===== src/rtl/vq_sequencer_if.sv =====
// Handshake and data bundle between a vector source/quantizer and vq_sequencer.
// The slave modport is the sequencer's view; the master modport is the environment's view.
interface vq_sequencer_if #(
   parameter int DATA_W = 32
);
   logic              start_i;
   logic              din_valid_i;
   logic [DATA_W-1:0] din_i;
   logic              qvalid_i;
   logic              din_ready_o;
   logic              q_en_o;
   logic [DATA_W-1:0] q_data_o;
   logic [DATA_W-1:0] absmax_o;
   logic              busy_o;
   logic              done_o;
   logic              error_o;

   modport slave (
      input  start_i, din_valid_i, din_i, qvalid_i,
      output din_ready_o, q_en_o, q_data_o, absmax_o, busy_o, done_o, error_o
   );

   modport master (
      output start_i, din_valid_i, din_i, qvalid_i,
      input  din_ready_o, q_en_o, q_data_o, absmax_o, busy_o, done_o, error_o
   );
endinterface


===== src/rtl/vq_sequencer.sv =====
// Buffers one VEC_LEN-element vector while tracking its absmax, streams it to a quantizer,
// then waits for every result. Optional drain watchdog: define VQ_SEQ_TIMEOUT_EN.
module vq_sequencer #(
   parameter int VEC_LEN = 16,
   parameter int DATA_W  = 32
) (
   input logic           clk_i,
   input logic           rst_i,
   vq_sequencer_if.slave bus
);
   localparam int IDX_W = $clog2(VEC_LEN);
   localparam int CNT_W = $clog2(VEC_LEN + 1);
   localparam logic [IDX_W-1:0]  LAST_IDX = IDX_W'(VEC_LEN - 1);
   localparam logic [CNT_W-1:0]  FULL_CNT = CNT_W'(VEC_LEN);
   localparam logic [DATA_W-1:0] MIN_VAL  = {1'b1, {(DATA_W-1){1'b0}}};
   localparam logic [DATA_W-1:0] MAX_POS  = {1'b0, {(DATA_W-1){1'b1}}};

   typedef enum logic [2:0] {IDLE, LOAD, ISSUE, DRAIN, DONE} state_t;

   state_t            state_q, state_d;
   logic [IDX_W-1:0]  load_cnt, issue_cnt;
   logic [CNT_W-1:0]  ret_cnt;
   logic [DATA_W-1:0] absmax_q;
   logic [DATA_W-1:0] din_abs;
   logic [DATA_W-1:0] buffer [VEC_LEN];
   logic              error_q;
   logic              wd_expire;

   logic start_ok, accept, load_last, issue_last, ret_full, count_ret;

   assign start_ok   = (state_q == IDLE) && bus.start_i;
   assign accept     = (state_q == LOAD) && bus.din_valid_i;
   assign load_last  = accept && (load_cnt == LAST_IDX);
   assign issue_last = (state_q == ISSUE) && (issue_cnt == LAST_IDX);
   assign ret_full   = (ret_cnt == FULL_CNT);
   assign count_ret  = ((state_q == ISSUE) || (state_q == DRAIN)) && bus.qvalid_i && !ret_full;

   // Magnitude with saturation: the most negative value has no positive twin.
   always_comb begin
      if (bus.din_i == MIN_VAL)
         din_abs = MAX_POS;
      else if (bus.din_i[DATA_W-1])
         din_abs = ~bus.din_i + DATA_W'(1);
      else
         din_abs = bus.din_i;
   end

   always_ff @(posedge clk_i) begin
      if (rst_i)
         state_q <= IDLE;
      else
         state_q <= state_d;
   end

   // NOTE: every signal written here gets a default first so no path leaves it unassigned (no latch).
   always_comb begin
      state_d         = state_q;
      bus.din_ready_o = (state_q == LOAD);
      bus.q_en_o      = (state_q == ISSUE);
      bus.q_data_o    = '0;
      bus.busy_o      = (state_q != IDLE);
      bus.done_o      = (state_q == DONE);
      bus.absmax_o    = absmax_q;
      bus.error_o     = error_q;
      if (state_q == ISSUE)
         bus.q_data_o = buffer[issue_cnt];
      case (state_q)
         IDLE:    if (bus.start_i)           state_d = LOAD;
         LOAD:    if (load_last)             state_d = ISSUE;
         ISSUE:   if (issue_last)            state_d = DRAIN;
         DRAIN:   if (ret_full || wd_expire) state_d = DONE;
         DONE:                               state_d = IDLE;
         default:                            state_d = IDLE;
      endcase
   end

   // NOTE: sequential state uses non-blocking assignments so every register samples pre-edge values.
   always_ff @(posedge clk_i) begin
      if (rst_i) begin
         load_cnt  <= '0;
         issue_cnt <= '0;
         ret_cnt   <= '0;
         absmax_q  <= '0;
      end else if (start_ok) begin
         load_cnt  <= '0;
         issue_cnt <= '0;
         ret_cnt   <= '0;
         absmax_q  <= '0;
      end else begin
         if (accept) begin
            load_cnt <= load_last ? '0 : load_cnt + IDX_W'(1);
            if (din_abs > absmax_q)
               absmax_q <= din_abs;
         end
         if (state_q == ISSUE)
            issue_cnt <= issue_last ? '0 : issue_cnt + IDX_W'(1);
         if (count_ret)
            ret_cnt <= ret_cnt + CNT_W'(1);
      end
   end

   // NOTE: the vector buffer has no reset; every entry is written in LOAD before ISSUE reads it.
   always_ff @(posedge clk_i) begin
      if (accept)
         buffer[load_cnt] <= bus.din_i;
   end

`ifdef VQ_SEQ_TIMEOUT_EN
   logic [5:0] wd_cnt;

   // Watchdog fires on the 64th DRAIN cycle unless all results have already returned.
   assign wd_expire = (state_q == DRAIN) && !ret_full && (wd_cnt == 6'd63);

   always_ff @(posedge clk_i) begin
      if (rst_i) begin
         wd_cnt  <= '0;
         error_q <= 1'b0;
      end else begin
         wd_cnt <= (state_q == DRAIN) ? wd_cnt + 6'd1 : 6'd0;
         if (start_ok)
            error_q <= 1'b0;
         else if (wd_expire)
            error_q <= 1'b1;
      end
   end
`else
   assign wd_expire = 1'b0;
   assign error_q   = 1'b0;
`endif

endmodule


===== src/flat_wrapper.sv =====
// flat-port wrapper written by rule: the top's interface ports become plain ports
module vq_sequencer_flat 
#(
   parameter int VEC_LEN = 16,
   parameter int DATA_W  = 32
)
  (clk_i, rst_i, bus_start_i, bus_din_valid_i, bus_din_i, bus_qvalid_i, bus_din_ready_o, bus_q_en_o, bus_q_data_o, bus_absmax_o, bus_busy_o, bus_done_o, bus_error_o);
  vq_sequencer_if #(.DATA_W(DATA_W)) bus_i ();
  input logic clk_i;
  input logic rst_i;
  input wire logic [$bits(bus_i.start_i)-1:0] bus_start_i;
  input wire logic [$bits(bus_i.din_valid_i)-1:0] bus_din_valid_i;
  input wire logic [$bits(bus_i.din_i)-1:0] bus_din_i;
  input wire logic [$bits(bus_i.qvalid_i)-1:0] bus_qvalid_i;
  output wire logic [$bits(bus_i.din_ready_o)-1:0] bus_din_ready_o;
  output wire logic [$bits(bus_i.q_en_o)-1:0] bus_q_en_o;
  output wire logic [$bits(bus_i.q_data_o)-1:0] bus_q_data_o;
  output wire logic [$bits(bus_i.absmax_o)-1:0] bus_absmax_o;
  output wire logic [$bits(bus_i.busy_o)-1:0] bus_busy_o;
  output wire logic [$bits(bus_i.done_o)-1:0] bus_done_o;
  output wire logic [$bits(bus_i.error_o)-1:0] bus_error_o;
  assign bus_i.start_i = bus_start_i;
  assign bus_i.din_valid_i = bus_din_valid_i;
  assign bus_i.din_i = bus_din_i;
  assign bus_i.qvalid_i = bus_qvalid_i;
  assign bus_din_ready_o = bus_i.din_ready_o;
  assign bus_q_en_o = bus_i.q_en_o;
  assign bus_q_data_o = bus_i.q_data_o;
  assign bus_absmax_o = bus_i.absmax_o;
  assign bus_busy_o = bus_i.busy_o;
  assign bus_done_o = bus_i.done_o;
  assign bus_error_o = bus_i.error_o;
  vq_sequencer #(.VEC_LEN(VEC_LEN), .DATA_W(DATA_W)) u_core (.clk_i(clk_i), .rst_i(rst_i), .bus(bus_i));
endmodule

===== config.mk =====
export PLATFORM = sky130hd
export DESIGN_NAME = vq_sequencer_flat
export DESIGN_NICKNAME = d
export VERILOG_FILES = /design/src/rtl/vq_sequencer_if.sv /design/src/rtl/vq_sequencer.sv /design/src/flat_wrapper.sv
export SDC_FILE = /design/constraint.sdc
export NUM_CORES = 1
export LEC_CHECK = 0
export CORE_MARGIN = 4
export CORE_UTILIZATION = 46
export CTS_BUF_LIST = sky130_fd_sc_hd__clkbuf_8
export DETAILED_ROUTE_END_ITERATION = 8
export GPL_TIMING_DRIVEN = 0
export PLACE_DENSITY_LB_ADDON = 0.3
export SLEW_MARGIN = 40
export SYNTH_ARGS = -nofsm -noshare
export SYNTH_HDL_FRONTEND = slang
export SYNTH_SLANG_ARGS = --single-unit

===== constraint.sdc =====
create_clock -name clk_i -period 12.2 [get_ports clk_i]
set_input_delay 1.22 -clock clk_i [delete_from_list [all_inputs] [get_ports clk_i]]
set_output_delay 1.22 -clock clk_i [all_outputs]
set_load 0.01 [all_outputs]

==> results of run 1 <==
-- final cells by class --
type | count | area share (%)
repair buffers | 176 | 5.85
clock buffers | 92 | 4.55
clock inverters | 76 | 1.66
flip-flops and latches | 564 | 58.9
well taps | 672 | 3.02
multi-input cells | 568 | 24.0
plain buffers | 72 | 1.39
inverters | 46 | 0.620
-- through the flow --
step                      area (um2)  hold WS (ps)  util, %  worst slack (ps)
after floorplan                23500           468        -              7180
after global placement         25400           465     50.4              2920
after detailed placement       26200           474     51.9              5170
after CTS                      27900           486     55.4              5860
after global routing           27800           526     55.3              5460
final                          27800           481     55.3              5830
-- registers in the layout (all words and copies together), names as in the netlist, named ones only --
register	flops
u_core.buffer	512
u_core.bus.absmax_o	32
u_core.ret_cnt	5
u_core.issue_cnt	4
u_core.load_cnt	4
u_core.state_q	3
-- power breakdown --
| group | total, W | leakage [nW] | switching (W) | internal, W |
|---|---|---|---|---|
| logic | 0.000160 | 2.97 | 0.000101 | 0.0000586 |
| clock network | 0.00154 | 0.998 | 0.000730 | 0.000812 |
| registers | 0.00212 | 5.03 | 0.00000447 | 0.00212 |
| total | 0.00382 | 9.00 | 0.000836 | 0.00299 |
-- cells by family (layout without fill, tap and decap cells) --
kind of cell,count (synthesis),in the layout
adder cells (fa/ha/maj),40,40
multiplexers,166,166
flip-flops,564,564
other,1,1
buffers and inverters,118,462
XOR/XNOR,26,26
AO/OA/AOI/OAI,148,148
AND/OR/NAND/NOR,187,187
-- worst max-delay path, stage by stage --
cell,delay (ps)
clkdlybuf4s50_1,780
or4_4,710
buf_6,170
nor4_4,410
nand2_1,190
o31ai_1,300
xor2_1,280
nand2_1,100
ha_1,310
nand4_1,140
nor4_1,630
a21oi_2,310
nand2b_1,150
clkbuf_1,330
clkbuf_1,500
o2111a_1,280
a311oi_1,50
-- final timing paths --
check        slack (ps)                     from                       to  cells after the start
max                5830             bus_din_i[3]  u_core.bus.absmax_o[24]                     17
min                 480  u_core.bus.absmax_o[31]  u_core.bus.absmax_o[31]                      2
max reg2reg        8860  u_core.bus.absmax_o[17]  u_core.bus.absmax_o[24]                     10
min reg2reg         480  u_core.bus.absmax_o[31]  u_core.bus.absmax_o[31]                      2
-- cells in the mapped netlist (4+ instances only) --
master and instances:
nor3_1 15, buf_6 8, o2111a_1 12, or4_1 5, clkbuf_4 4, mux2i_1 5, dfxtp_1 52, nor2_1 27
a21o_1 5, a211oi_1 4, o21ai_0 12, inv_1 46, and2_1 34, buf_1 16, mux4_2 160, buf_2 7
edfxtp_1 512, nor4_1 7, a21oi_1 31, o211ai_1 8, nand2_1 46, ha_1 40, a311oi_1 10, o41ai_1 5
nand4_1 8, or3_1 6, nand3_1 6, and3_1 7, xor2_1 24, o31ai_1 21, clkbuf_1 34, o2111ai_1 17
-- layer usage --
| metal | GRT usage (%) | part of all wire, % |
|---|---|---|
| met1 | 29.1 | 43 |
| met2 | 33.8 | 49 |
| met3 | 3.61 | 6.6 |
| met4 | 5.66 | 1.7 |
| met5 | 0 | 0.049 |
==> results.json, run 1 <==
{
  "synthMuxAreaShare_pct": 15.6,
  "drive_gt1_share_pct": 27.1,
  "p_per_area_nw_per_um2": 137,
  "final_nets": 1596,
  "async_reset_ff_share_pct": 0,
  "dieArea_um2": 54800,
  "grtUsageTotal_pct": 20.7,
  "synth_top_area_share_pct": 65.4,
  "path_max_fanout": 21,
  "clk_pin_slew_ps": 60,
  "yosys.cell_types.count": 69,
  "cts-buffers-inserted": 91,
  "synth_edf_count": 512,
  "maxSlewHeadroom_pct": 42.8,
  "synthFlopType": "edfxtp_1",
  "final-setup-viol-count": 0,
  "finalCriticalPeriod_ps": 6370,
  "post_cts_resized": 0,
  "wl_um": 55500,
  "yosys.area_share.simple_pct": 4.54,
  "avgSynthCellArea_um2": 18.8,
  "synthAdderAreaFrac_pct": 2.13,
  "die_h_um": 234,
  "synth_xor_area_share_pct": 0.968,
  "critPathKind": "input pin to flip-flop",
  "fin_skew_ps": 22.3,
  "grt_pass1_wl_um": 83900,
  "clkLatencyLatePin_ps": 660,
  "p_leak_nw": 9.00,
  "synth_top_family_by_area": "multiplexers",
  "drt_iter0_markers": 1209,
  "synth_seq_area_share_pct": 69.8,
  "postCtsSetupRepairBufs": 0,
  "status": "complete, no violations",
  "io_pins": 106,
  "syn-num-nets": 1327,
  "peakVddDrop_v": 0.0000751,
  "drc": 0,
  "arrival_ps": 6860,
  "start_kind": "input pin",
  "antenna_found_initial": 2,
  "ys_ff_latch": 564,
  "num_antenna_cells": 0,
  "placed_cells_incl_taps": 2098,
  "synth_compound_area_share_pct": 4.71,
  "critical_path_required_ps": 12690,
  "clock_path_buffers": 3,
  "drtAntennaViolNets": 0,
  "max_freq_mhz": 157,
  "ff_latch_area_um2": 16400,
  "initial_core_util_pct": 46.7,
  "coreArea_um2": 50400,
  "maxCapViolCount": 0,
  "root_buffer": "clkbuf_8",
  "most-common-layout-cells": "edfxtp_1, mux4_2, clkdlybuf4s50_1",
  "fp-row-count": 82,
  "grt_max_degree": 25,
  "finalPower_w": 0.00382,
  "crit_path_end_kind": "flip-flop",
  "grt_remaining_overflow": 0,
  "hold_class": "flip-flop to flip-flop",
  "clock_sinks": 564,
  "slew_violations": 0,
  "place_hpwl_um": 38600,
  "fp.dieW_um": 234,
  "rsz0062_at_grt": "false",
  "ys_top_cells_by_area": "edfxtp_1, mux4_2, dfxtp_1",
  "cts_hold_buf": 0,
  "portBuffers": 104,
  "drt_pass1_iterations": 5,
  "h-tree-depth": 3,
  "fillerInstances": 3901,
  "synth_top_area_cell": "edfxtp_1",
  "hold_viol": 0,
  "grt_pass1_vias": 13500,
  "viasPerCell": 5.75,
  "yosysWarnings": 0,
  "syn2layout_area_growth_pct": 18.4,
  "setup_tns_ps": 0,
  "via_count": 13000,
  "place_congestion": 0.875,
  "multi_input_area_um2": 6680,
  "cts_tree": "yes",
  "worst_slew_pin_slew_ps": 858,
  "synthCells": 1250,
  "synth_area_um2": 23500,
  "min_period_over_period_pct": 52.2,
  "layout_commonest_cell": "edfxtp_1",
  "wl_per_cell_um": 24.5,
  "stdcell_count": 2266
}
(Power assumes the default switching activity.)
==> run 2: changes to the inputs <==
==> constraint.sdc (replaced) <==
create_clock -name clk_i -period 5.2 [get_ports clk_i]
set_input_delay 0.52 -clock clk_i [delete_from_list [all_inputs] [get_ports clk_i]]
set_output_delay 0.52 -clock clk_i [all_outputs]
set_load 0.01 [all_outputs]
==> results.json, run 2 (same netlist as run 1, synthesis figures left out) <==
{
  "h-tree-depth": 3,
  "place_area_um2": 26200,
  "slew_violations": 0,
  "preCtsSetupSlack_ps": -1130,
  "layout_commonest_cell": "edfxtp_1",
  "num_antenna_cells": 0,
  "finalPower_w": 0.00898,
  "clock_path_buffers": 3,
  "fp-row-count": 82,
  "power_frac_comb_pct": 4.2,
  "hold_viol": 0,
  "clkLatencyLatePin_ps": 660,
  "initial_core_util_pct": 46.7,
  "cts-buffers-inserted": 91,
  "via_count": 13100,
  "maxSlewHeadroom_pct": 41.2,
  "drc": 0,
  "antenna_found_initial": 2,
  "clock_sinks": 564,
  "min_to": "u_core.buffer[0][15]",
  "die_h_um": 234,
  "root_buffer": "clkbuf_8",
  "p_sw_share_pct": 22.0,
  "coreArea_um2": 50400,
  "max_freq_mhz": 209,
  "largest_reg_flops": 512,
  "syn2layout_area_growth_pct": 18.6,
  "final-setup-viol-count": 0,
  "grtUsageTotal_pct": 20.7,
  "fp.dieW_um": 234,
  "drive_gt1_share_pct": 27.2,
  "start_kind": "input pin",
  "final_nets": 1596,
  "wl_um": 55700,
  "grt_remaining_overflow": 0,
  "cts_tree": "yes",
  "whs_ps": 334,
  "drt_pass1_iterations": 7,
  "rsz0062_at_grt": "false",
  "place_congestion": 0.875,
  "p_switching_w": 0.00197,
  "maxCapViolCount": 0,
  "most-common-layout-cells": "edfxtp_1, mux4_2, clkbuf_8",
  "status": "complete, no violations",
  "path_max_fanout": 21,
  "arrival_ps": 5260,
  "place_hpwl_um": 38600,
  "p_seq_share_pct": 55.4,
  "drt_iter0_markers": 1199,
  "wl_per_cell_um": 24.6,
  "r2r_end": "u_core.bus.absmax_o[24]",
  "hold_start": "bus_din_i[15]",
  "post-route-cell-area_um2": 27900,
  "min_period_over_period_pct": 91.9,
  "io_pins": 106,
  "critical_path_required_ps": 5680,
  "final_util_pct": 55.4,
  "worstRegToRegCells": 10,
  "grt_max_degree": 25,
  "holdPathStages": 1,
  "top_register": "u_core.buffer",
  "peakVddDrop_v": 0.000179,
  "fin_ws_ps": 423,
  "finalCriticalPeriod_ps": 4780,
  "drtAntennaViolNets": 0,
  "grt_pass1_wl_um": 83900,
  "hold_class": "input pin to flip-flop",
  "p_per_area_nw_per_um2": 322,
  "cts_hold_buf": 0,
  "fin_skew_ps": 24.9,
  "p_leak_nw": 9.13,
  "viasPerCell": 5.76,
  "power.share.clock_pct": 40.4,
  "dieArea_um2": 54800,
  "r2r_setup_slack_ps": 2210,
  "worst_slew_pin_slew_ps": 883,
  "critPathKind": "input pin to flip-flop",
  "p_int_w": 0.00700,
  "grt_pass1_vias": 13500,
  "crit_path_end_kind": "flip-flop",
  "portBuffers": 104,
  "r2r_start": "u_core.bus.absmax_o[14]",
  "clk_pin_slew_ps": 60
}
[run 2: area by class of cell]
cell class | instances | area, um2
Tap cell | 672 | 841
Timing Repair Buffer | 176 | 1660
Sequential cell | 564 | 16400
Inverter | 46 | 173
Multi-Input combinational cell | 568 | 6680
Buffer | 72 | 389
Fill cell | 3900 | 22500
Clock inverter | 76 | 462
Clock buffer | 92 | 1270
[run 2: worst max-delay path, cell delays in order]
cell	delay, ps
dlymetal6s2s_1	350
or4_4	650
buf_6	170
nor4_4	410
nand2_1	190
o31ai_1	300
xor2_1	290
nand2_1	100
ha_1	310
nand4_1	150
nor4_2	450
a21oi_2	260
nand2b_1	130
clkbuf_1	320
clkbuf_2	350
o2111a_1	240
a311oi_1	50
[run 2: worst max-delay path by stage]
stage | start | to | slack (ps) | depth (start not counted)
final | bus_din_i[3] | u_core.bus.absmax_o[24] | 420 | 17
after global placement | bus_din_valid_i | u_core.buffer[0][21] | -3380 | 3
after CTS | bus_din_i[3] | u_core.bus.absmax_o[24] | 20 | 14
after floorplan | u_core.state_q[2] | u_core.buffer[0][0] | 750 | 4
after global routing | bus_din_i[1] | u_core.bus.absmax_o[24] | 140 | 18
after detailed placement | bus_din_i[9] | u_core.bus.absmax_o[24] | -1130 | 16
[run 2: per-stage QoR]
step	cells	TNS [ps]
2_1_floorplan	1250	0
3_3_place_gp	2026	-573360
3_5_place_dp	2098	-23270
4_1_cts	2266	0
5_1_grt	2266	0
6_report	2266	0
[run 2: per-layer routing]
layer,wire length (um),global-route usage [%]
met4,915,5.57
met1,23800,29.1
met5,27,0
met2,27500,33.9
met3,3480,3.61
[run 2: power by group through the flow]
stage / sequential (W) / combinational (W) / clock [W]
3_3_place_gp: 0.00507 / 0.000359 / 0
3_5_place_dp: 0.00507 / 0.000375 / 0
4_1_cts: 0.00497 / 0.000377 / 0.00370
5_1_grt: 0.00497 / 0.000413 / 0.00392
6_report: 0.00497 / 0.000376 / 0.00363
2_1_floorplan: 0.00507 / 0.000182 / 0
[run 2: repair_timing]
item,in CTS,in global routing
buffers inserted,0,0
resized for setup,3,15
cloned,0,0
setup endpoints to repair,11,32
